File: config.mk
export PLATFORM = sky130hd
export DESIGN_NAME = if_fetch_stage
export DESIGN_NICKNAME = d
export VERILOG_FILES = /design/src/rtl/if_fetch_stage.sv
export SDC_FILE = /design/constraint.sdc
export NUM_CORES = 1
export LEC_CHECK = 0
export ABC_CLOCK_PERIOD_IN_PS = 2350
export CAP_MARGIN = 5
export CORE_MARGIN = 3
export CORE_UTILIZATION = 52
export CTS_CLUSTER_DIAMETER = 120
export DETAILED_ROUTE_END_ITERATION = 10
export PLACE_DENSITY = 0.86
export SLEW_MARGIN = 0
export SYNTH_ARGS = -nofsm -noshare
export SYNTH_HDL_FRONTEND = slang
export SYNTH_SLANG_ARGS = --single-unit
export TNS_END_PERCENT = 1
File: constraint.sdc
create_clock -name CLK -period 2.35 [get_ports CLK]
set_input_delay 0.47 -clock CLK [delete_from_list [all_inputs] [get_ports CLK]]
set_output_delay 0.47 -clock CLK [all_outputs]
set_load 0.005 [all_outputs]
File: src/rtl/if_fetch_stage.sv
// Instruction-fetch stage: owns the PC, drives a handshaked instruction-memory
// port, feeds decode through the IF/ID register with a 1-entry skid buffer and
// handles branch/jump redirects, including squashing a stale in-flight fetch.
module if_fetch_stage #(
    parameter logic [31:0] NOP_INSTR = 32'h0000_0000,
    parameter int unsigned PC_STEP   = 4
) (
    input  logic        CLK,
    input  logic        Reset_L,
    input  logic [31:0] startPC,
    output logic        imem_req,
    output logic [31:0] imem_addr,
    input  logic [31:0] imem_data,
    input  logic        imem_ready,
    input  logic        stall,
    input  logic        redirect,
    input  logic [31:0] redirect_pc,
    output logic        if_id_valid,
    output logic [31:0] if_id_instr,
    output logic [31:0] if_id_pc4
);

    localparam int unsigned XLEN = 32;

    typedef enum logic [1:0] {
        START   = 2'd0,
        FETCH   = 2'd1,
        DISCARD = 2'd2
    } state_t;

    typedef struct packed {
        logic [XLEN-1:0] instr;
        logic [XLEN-1:0] pc4;
    } fetch_word_t;

    state_t          state;
    state_t          state_next;
    logic [XLEN-1:0] fetch_pc;
    logic [XLEN-1:0] fetch_pc_next;
    logic [XLEN-1:0] target;
    logic [XLEN-1:0] target_next;
    fetch_word_t     skid;
    fetch_word_t     skid_next;
    logic            skid_valid;
    logic            skid_valid_next;
    fetch_word_t     ifid;
    fetch_word_t     ifid_next;
    logic            ifid_valid;
    logic            ifid_valid_next;
    logic            req;
    logic            req_next;

    logic            accept;
    logic            pending;
    logic [XLEN-1:0] pc_inc;

    assign accept  = req && imem_ready;
    assign pending = req && !imem_ready;
    assign pc_inc  = fetch_pc + XLEN'(PC_STEP);

    assign imem_req    = req;
    assign imem_addr   = fetch_pc;
    assign if_id_valid = ifid_valid;
    assign if_id_instr = ifid.instr;
    assign if_id_pc4   = ifid.pc4;

    // State register
    always_ff @(posedge CLK or negedge Reset_L) begin
        if (!Reset_L) begin
            state <= START;
        end else begin
            state <= state_next;
        end
    end

    // Next-state: a redirect against an outstanding access must wait it out
    always_comb begin
        state_next = state;
        case (state)
            START:   state_next = FETCH;
            FETCH:   if (redirect && pending) state_next = DISCARD;
            DISCARD: if (accept) state_next = FETCH;
            default: state_next = START;
        endcase
    end

    // Datapath next values: PC, redirect target, skid buffer, IF/ID, request
    always_comb begin
        fetch_pc_next   = fetch_pc;
        target_next     = target;
        skid_next       = skid;
        skid_valid_next = skid_valid;
        ifid_next       = ifid;
        ifid_valid_next = ifid_valid;

        case (state)
            START: begin
                fetch_pc_next = startPC;
            end
            FETCH: begin
                if (redirect) begin
                    ifid_valid_next = 1'b0;
                    ifid_next.instr = NOP_INSTR;
                    skid_valid_next = 1'b0;
                    if (pending) begin
                        target_next = redirect_pc;
                    end else begin
                        fetch_pc_next = redirect_pc;
                    end
                end else begin
                    if (accept) begin
                        fetch_pc_next = pc_inc;
                    end
                    if (stall) begin
                        if (accept) begin
                            skid_next.instr = imem_data;
                            skid_next.pc4   = pc_inc;
                            skid_valid_next = 1'b1;
                        end
                    end else if (skid_valid) begin
                        ifid_valid_next = 1'b1;
                        ifid_next       = skid;
                        skid_valid_next = 1'b0;
                    end else if (accept) begin
                        ifid_valid_next = 1'b1;
                        ifid_next.instr = imem_data;
                        ifid_next.pc4   = pc_inc;
                    end else begin
                        ifid_valid_next = 1'b0;
                        ifid_next.instr = NOP_INSTR;
                    end
                end
            end
            DISCARD: begin
                ifid_valid_next = 1'b0;
                ifid_next.instr = NOP_INSTR;
                skid_valid_next = 1'b0;
                if (redirect) begin
                    target_next = redirect_pc;
                end
                if (accept) begin
                    fetch_pc_next = redirect ? redirect_pc : target;
                end
            end
            default: begin
                fetch_pc_next = fetch_pc;
            end
        endcase

        req_next = ((state_next == FETCH) && !skid_valid_next) || (state_next == DISCARD);
    end

    // Datapath registers
    always_ff @(posedge CLK or negedge Reset_L) begin
        if (!Reset_L) begin
            fetch_pc   <= '0;
            target     <= '0;
            skid       <= '0;
            skid_valid <= 1'b0;
            ifid.instr <= NOP_INSTR;
            ifid.pc4   <= '0;
            ifid_valid <= 1'b0;
            req        <= 1'b0;
        end else begin
            fetch_pc   <= fetch_pc_next;
            target     <= target_next;
            skid       <= skid_next;
            skid_valid <= skid_valid_next;
            ifid       <= ifid_next;
            ifid_valid <= ifid_valid_next;
            req        <= req_next;
        end
    end

endmodule

; ---- Word level (Yosys, flattened, before mapping)
; Index checks and enable logic that the tools add are counted.
[op_classes]
add_sub_neg = 1
eq_ne = 10
n_mux = 26
bitwise = 2
n_reduce_logical = 16
[op_table]
columns = op, n
row1 = two-way mux 32 bit, 9
row2 = two-way mux 64 bit, 2
row3 = case mux 32 bit (2 select lines), 2
row4 = case mux 32 bit (3 select lines), 1
row5 = "adder 32 x 3 -> 32 bit, second input constant", 1
row6 = AND reduction 4 bit, 3
row7 = "!= test 3 bit, second input constant", 3
row8 = two-way mux 1 bit, 7
row9 = "!= test 2 bit, second input constant", 3
row10 = case mux 2 bit (3 select lines), 1
row11 = "== test 2 x 1 -> 1 bit, second input constant", 2
row12 = "== test 2 bit, second input constant", 2
row13 = logical AND 1 bit, 4
row14 = two-way mux 2 bit, 2
row15 = case mux 1 bit (2 select lines), 2
row16 = nonzero test 2 bit, 2
row17 = AND reduction 3 bit, 1
row18 = nonzero test 3 bit, 1
row19 = logical NOT 1 bit, 2
row20 = logical NOT 2 bit, 1
row21 = NOT 1 bit, 2
row22 = AND reduction 2 bit, 1
row23 = logical OR 1 bit, 1
[totals]
register_bits = 197
in_bits = 101
output_inout_bits = 98
wordCells = 65

; ---- Depth between registers and ports, before layout
; Gate-level depths: netlist of the first run.
[logic_depth]
ltp_word = 8
ltp_mapped = 10

; ---- Least setup slack after synthesis of the first run
; No wires, ideal clock.
[synth_path]
path_kind = reg2reg
startpoint = reg state[0]
endpoint = reg fetch_pc[10] (netlist: imem_addr[10])
setup_ns = 0.095
t_arrival_ns = 2.031
path_slack_ns = 0.224
stages_incl_launch_ff = 8
path_buffers = 2
cell_sequence = dfrtp_1 inv_1 ha_1 or3b_2 a31o_2 clkbuf_1 clkbuf_1 o31ai_1
[synth_between]
elab_chain_cells = 3
elab_cells_between_ends = 9
classes_between = 5 x eq/ne / 1 x mux / 3 x reduce/logical
[synth_rtl]
columns = item, line
row1 = from (decl), 36  ; state_t state;
row2 = from (signal assigned), 72  ; state <= state_next;
row3 = "== test 2 x 1 -> 1 bit, or another cell as far along", 96  ; case (state)
row4 = "!= test 3 bit (no line), or another cell as far along", --
row5 = AND reduction 4 bit (no line), --
row6 = to (signal assigned), 165  ; fetch_pc <= fetch_pc_next;
row7 = to (decl), 38  ; logic [XLEN-1:0] fetch_pc;
; Several ways; a longest one is shown, not always the timed one.
; A chain may end at the register's enable or synchronous reset.

; ---- Final worst setup path of the first run
[layout_path]
startpoint = reg state[0]
endpoint = reg fetch_pc[9] (netlist: imem_addr[9])
; Same word-level chain as after synthesis.

==> run_results.csv, run 1 <==
group,metric,value,unit
final_layout,antenna_cells,0,
final_layout,multi_input_area,4620,um^2
power_and_ir_drop,power.density,1310,nW/um^2
detailed_routing,drt_wl_total,29400,um
detailed_routing,vias,9112,
clocking,postCtsHoldBufs,0,
yosys,synthTopCellsByCount,"nand2_1 (229), dfrtp_1 (197), o21ai_0 (105), clkbuf_1 (64), nor2_1 (61)",
floorplan,ios,199,
sta,fin_skew,0.0119,ns
final_layout,final_util,71.7,%
yosys,synth_area_per_cell,9.31,um^2
power_and_ir_drop,leakagePower,5.66,nW
clocking,cts_max_level,4,
clocking,root_buffer,"clkbuf_16",
grt,antenna_found_initial,0,
yosys,ys_top_cells_by_area,"dfrtp_1 (50%), nand2_1 (8.7%), o21ai_0 (5.3%), mux2i_1 (4.1%), mux2_2 (4.0%)",
final_layout,drive_gt1_share,12.2,%
sta,slew_viol_final,0,
clocking,clock_latency,0.44,ns
sta,grt_setup_unrepaired,"false",
detailed_routing,drc,0,
place,portBuffers,198,
worst_setup_path,endpoint_kind,"register",
sta,min_period_over_period,95.8,%
floorplan,start_util,54.1,%
grt,grt_first_pass_wirelength,46500,um
grt,grt_use_total,28.5,%
floorplan,rows,49,
sta,slew_headroom,55.0,%
detailed_routing,viasPerCell,6.05,
clocking,cts_buffer_depth,2,
place,globalplace.congestion,0.942,
worst_setup_path,startpoint_type,"register",
grt,grt_max_degree,84,
worst_setup_path,arrival,2.56,ns
yosys,syn_area,9910,um^2
worst_setup_path,worstReg2RegStart,"state[0]",
clocking,cts_made_buffers,17,
final_layout,final_nets,1371,
yosys,synth_most_common_cell,"nand2_1",
floorplan,die_w,144,um
sta,tightestPinTransition,0.674,ns
floorplan,die_height,144,um
sta,setup_violations,0,
worst_setup_path,path_max_fanout,33,
floorplan,design.core.area,18300,um^2
worst_setup_path,r2r_slack,0.1,ns
worst_setup_path,worstSetupPathType,"register to register",
grt,overflow,0,
yosys,syn_nets,1171,
clocking,clkTransAtPathRegs,0.08,ns
final_layout,syn_to_final_growth,32.6,%
place,dp_hpwl,21000,um
sta,max_freq,0.444,GHz
power_and_ir_drop,peakVddDrop,0.000827,V
detailed_routing,wl_per_cell,19.5,um
min_path,hp-class,"input pin to async pin",
worst_setup_path,startpoint,"state[0]",
yosys,synth_edf_count,0,
yosys,netlist.area_leader.share,49.7,%
yosys,synth_largest_area_cell,"dfrtp_1",
detailed_routing,drtIter0Drc,743,
sta,final.setup.tns,0,ns
sta,whs,-0.0124,ns
clocking,cts_setup_buffers,0,
final_layout,design_area,13100,um^2
job,maxCapViolCount,0,
status,status,"complete, but fails checks",
detailed_routing,detail-route-antenna-nets,0,
worst_setup_path,r2r_end,"imem_addr[9]",
clocking,cts_tree,"done",
yosys,synthesis.instances,1065,
yosys,ys_warn_count,0,
final_layout,regArea,4930,um^2
status,violations,"negative hold slack",
grt,first_global_vias,8892,
sta,period_needed,2.25,ns
worst_setup_path,cp.required,2.66,ns
yosys,synthFlopType,"dfrtp_1",
yosys,ys_ff_latch,197,
worst_setup_path,crit_end,"imem_addr[9]",
floorplan,dieArea,20800,um^2
place,dpl_cell_area,12500,um^2
detailed_routing,firstDrtPassIters,5,
yosys,ys_seq_area_share,49.7,%
clocking,clock-sinks,197,
final_layout,nFillCells,1289,
yosys,ys_types,60,
sta,hold_violations,3,
worst_setup_path,reg2reg_depth,8,
yosys,async_reset_ff_share,100,%
==> critical path, stage by stage, from the launching register on <==
cell     delay (ns)
dfrtp_1        0.35
inv_1          0.07
ha_1           0.23
buf_4          0.19
or3b_2         0.49
a31o_2         0.33
buf_12         0.18
o21ai_0        0.20
o31ai_1        0.10
==> layout make-up <==
cell class / instances / area share, %
tap: 229 / 2.18
clock buffer: 17 / 3.24
sequential: 197 / 37.5
timing repair buffer: 262 / 20.1
clock inverter: 15 / 1.39
multi-input combinational: 772 / 35.1
inverter: 15 / 0.428
==> how the worst min path moves through the flow <==
| stage | from | end | slack, ns | cells past startpoint |
|---|---|---|---|---|
| 5_1_grt | Reset_L | target[12] | 0.01 | 1 |
| 4_1_cts | Reset_L | target[12] | 0.008 | 1 |
| 3_5_place_dp | skid[45] | skid[45] | 0.46 | 2 |
| 2_1_floorplan | Reset_L | if_id_instr[0] | 0.17 | 0 |
| 6_report | Reset_L | target[12] | -0.01 | 1 |
| 3_3_place_gp | skid[10] | skid[10] | 0.45 | 2 |
==> stage by stage <==
stage	power [mW]	setup WS, ns	hold slack (ns)	std cells
CTS	17.1	0.0751	0.00832	1507
global placement	13.7	-0.287	0.455	1475
finish	17.2	0.0986	-0.0124	1507
floorplan	10.3	0.224	0.174	1065
global route	18.3	0.00169	0.0116	1507
detailed placement	14.1	-0.374	0.462	1475
==> cells by family after synthesis <==
family / after synthesis / share of synthesized area, %
compound gates: 247 / 15.7
flops: 197 / 49.7
simple gates: 423 / 20.1
buf+inv: 96 / 3.85
mux: 76 / 8.12
xor+xnor: 21 / 1.86
fa+ha+maj: 5 / 0.631
==> metal layers <==
| layer | GRT usage, % | vias up | share of wire, % |
|---|---|---|---|
| met4 | 9.37 | 0 | 2.7 |
| met1 | 39.9 | 4429 | 42 |
| met5 | 0 | - | 0 |
| met3 | 7.71 | 61 | 9.2 |
| met2 | 43.3 | 462 | 46 |
| li1 | - | 4160 | - |
==> power breakdown <==
group          total, mW  internal (mW)  switching, mW  leakage (nW)
registers           6.08           4.91           1.18          2.50
logic               8.13           3.94           4.19          2.87
clock network       3.00           1.53           1.46         0.291
==> layout by cell type (no fill, tap or decap), types with 14 or more instances in the layout <==
master           instances
a21oi_1                 29
a221oi_1                19
buf_12                  14
buf_4                   50
clkbuf_16               17
clkdlybuf4s50_1        197
dfrtp_1                196
inv_1                   14
mux2_2                  35
mux2i_1                 41
nand2_1                229
nand3_1                 30
nor2_1                  61
nor3_1                  29
o21ai_0                105
o31ai_1                 16
xnor2_1                 16
==> sequential cells by signal (all words and copies together), names as in the netlist <==
signal / cells
imem_req: 1
if_id_valid: 1
if_id_instr: 32
skid: 64
skid_valid: 1
imem_addr: 32
if_id_pc4: 32
state: 2
target: 32
==> repair_timing <==
action,4_1_cts,5_1_grt
cloned,0,0
resized for setup,1,1
endpoints found under the setup margin,2,13
pin swaps,0,2
Note: power is estimated with default switching activity, not from simulation.
==> run 2: changes to the inputs <==
--- a/config.mk
+++ b/config.mk
@@ -11,7 +11,7 @@
 export CORE_UTILIZATION = 52
 export CTS_CLUSTER_DIAMETER = 120
 export DETAILED_ROUTE_END_ITERATION = 10
-export PLACE_DENSITY = 0.86
+export PLACE_DENSITY = 0.89
 export SLEW_MARGIN = 0
 export SYNTH_ARGS = -nofsm -noshare
 export SYNTH_HDL_FRONTEND = slang
==> run_results.csv, run 2 (synthesized netlist as in run 1, its figures left out) <==
group,metric,value,unit
grt,first_global_vias,8952,
clocking,cts_max_level,4,
worst_setup_path,slowest_stage,"nor4_4",
final_layout,largest-register,"skid",
worst_setup_path,crit_chain,"ha_1 -> nand4_2 -> or3_1 -> nor4_4 -> mux2i_1 -> nand3_1",
floorplan,start_util,54.1,%
worst_setup_path,endpoint_kind,"register",
detailed_routing,viasPerCell,6.12,
floorplan,die_height,144,um
power_and_ir_drop,p_clk_share,17.4,%
sta,finalWorstSetupSlack,0.120,ns
clocking,root_buffer,"clkbuf_16",
worst_setup_path,arrival,2.55,ns
grt,antenna_found_initial,0,
final_layout,layout_commonest_cell,"nand2_1",
detailed_routing,drc,0,
clocking,clock_latency,0.45,ns
clocking,cts_setup_buffers,0,
power_and_ir_drop,power_switching,6.99,mW
final_layout,antenna_cells,0,
detailed_routing,vias,9208,
grt,grt_use_total,29.1,%
place,portBuffers,198,
sta,grt_setup_unrepaired,"false",
floorplan,design.core.area,18300,um^2
power_and_ir_drop,cellInternalPower,10.3,mW
worst_setup_path,crit_path_max_incr_delay,0.54,ns
place,dp_slack,-0.407,ns
power_and_ir_drop,p_sw_share,40.4,%
worst_setup_path,cp.required,2.67,ns
sta,min_period_over_period,94.9,%
detailed_routing,firstDrtPassIters,5,
power_and_ir_drop,pwr-share-seq,35.6,%
worst_setup_path,worstSetupPathType,"register to register",
final_layout,largest_reg_flops,64,
power_and_ir_drop,totalPowerFinal,17.3,mW
grt,overflow,0,
final_layout,fin_cells,1505,
floorplan,dieArea,20800,um^2
detailed_routing,detail-route-antenna-nets,0,
clocking,cts_tree,"done",
sta,slew_viol_final,0,
final_layout,final_cell_mix,"nand2_1 (229), clkdlybuf4s50_1 (197), dfrtp_1 (195)",
floorplan,ios,199,
floorplan,die_w,144,um
grt,grt_max_degree,59,
sta,period_needed,2.23,ns
sta,fin_skew,0.0147,ns
clocking,clkTransAtPathRegs,0.08,ns
grt,grt_first_pass_wirelength,47600,um
final_layout,final_nets,1369,
place,globalplace.congestion,0.997,
floorplan,rows,49,
place,dp_hpwl,21600,um
min_path,hp-class,"register to register",
clocking,cts_buffer_depth,2,
power_and_ir_drop,p_comb_share,46.9,%
detailed_routing,wl_per_cell,19.9,um
place,dpl.cell_count,1472,
final_layout,drive_gt1_share,12.1,%
sta,tightestPinTransition,0.687,ns
clocking,cts_made_buffers,17,
detailed_routing,drtIter0Drc,982,
worst_setup_path,path_max_fanout,4,
job,maxCapViolCount,0,
sta,hold_violations,0,
power_and_ir_drop,leakagePower,5.66,nW
power_and_ir_drop,peakVddDrop,0.000713,V
worst_setup_path,startpoint_type,"register",
final_layout,syn_to_final_growth,32.5,%
detailed_routing,drt_wl_total,29900,um
power_and_ir_drop,power.density,1320,nW/um^2
sta,slew_headroom,54.1,%
status,status,"completed",
sta,max_freq,0.448,GHz
sta,setup_violations,0,
sta,final.setup.tns,0,ns
clocking,clock-sinks,197,
==> run 2: final timing paths <==
kind / to / cells after the start / slack (ns) / startpoint
max in group asynchronous: target[2] / 3 / 1.17 / Reset_L
max: if_id_pc4[24] / 6 / 0.12 / imem_addr[3]
min: skid[61] / 2 / 0.48 / skid[61]
max reg2reg: if_id_pc4[24] / 6 / 0.12 / imem_addr[3]
min in group asynchronous: target[12] / 2 / 0.52 / Reset_L
min reg2reg: skid[61] / 2 / 0.48 / skid[61]
==> run 2: area by class of cell <==
cell class	count	area (um^2)
clock inverters	15	189
multi-input cells	772	4640
inverters	15	56.3
clock buffers	17	425
well taps	229	287
repair buffers	260	2600
flip-flops and latches	197	4930
fillers	1248	5190
==> run 2: layer usage <==
| layer | up-vias | wire length, um | GRT usage (%) | part of all wire, % |
|---|---|---|---|---|
| met1 | 4472 | 12100 | 40.6 | 41 |
| met2 | 503 | 14100 | 45.1 | 47 |
| met4 | 0 | 764 | 9.32 | 2.6 |
| met3 | 63 | 2980 | 7.18 | 10 |
| met5 | - | 0 | 0 | 0 |
| li1 | 4170 | - | - | - |
==> run 2: power by group through the flow <==
| stage | sequential (mW) | combinational (mW) | clock [mW] |
|---|---|---|---|
| after floorplan | 5.87 | 4.41 | 0 |
| after global placement | 6.08 | 7.59 | 0 |
| after detailed placement | 6.17 | 7.90 | 0 |
| after CTS | 6.12 | 7.99 | 3.05 |
| after global routing | 6.34 | 8.86 | 3.17 |
| final | 6.17 | 8.13 | 3.02 |
==> run 2: worst max-delay path, delay by kind of cell (launching register included) <==
family,cells,cell delay (ns)
muxes,1,0.28
and+or+nand+nor,4,1.25
DFF,1,0.37
adders and majority gates,1,0.21
==> run 2: through the flow <==
step / util, % / hold slack [ns] / area (um^2)
global placement: 68.1 / 0.445 / 12500
floorplan: - / 0.174 / 9910
global route: 71.7 / 0.501 / 13100
detailed placement: 68.1 / 0.444 / 12500
finish: 71.7 / 0.480 / 13100
CTS: 71.5 / 0.483 / 13100
==> run 2: repair_timing <==
action | 4_1_cts | 5_1_grt
hold buffers | 1 | 0
gates resized for setup | 1 | 7
endpoints found under the setup margin | 1 | 31
hold endpoints to repair | 42 | 0
pin swaps | 0 | 1
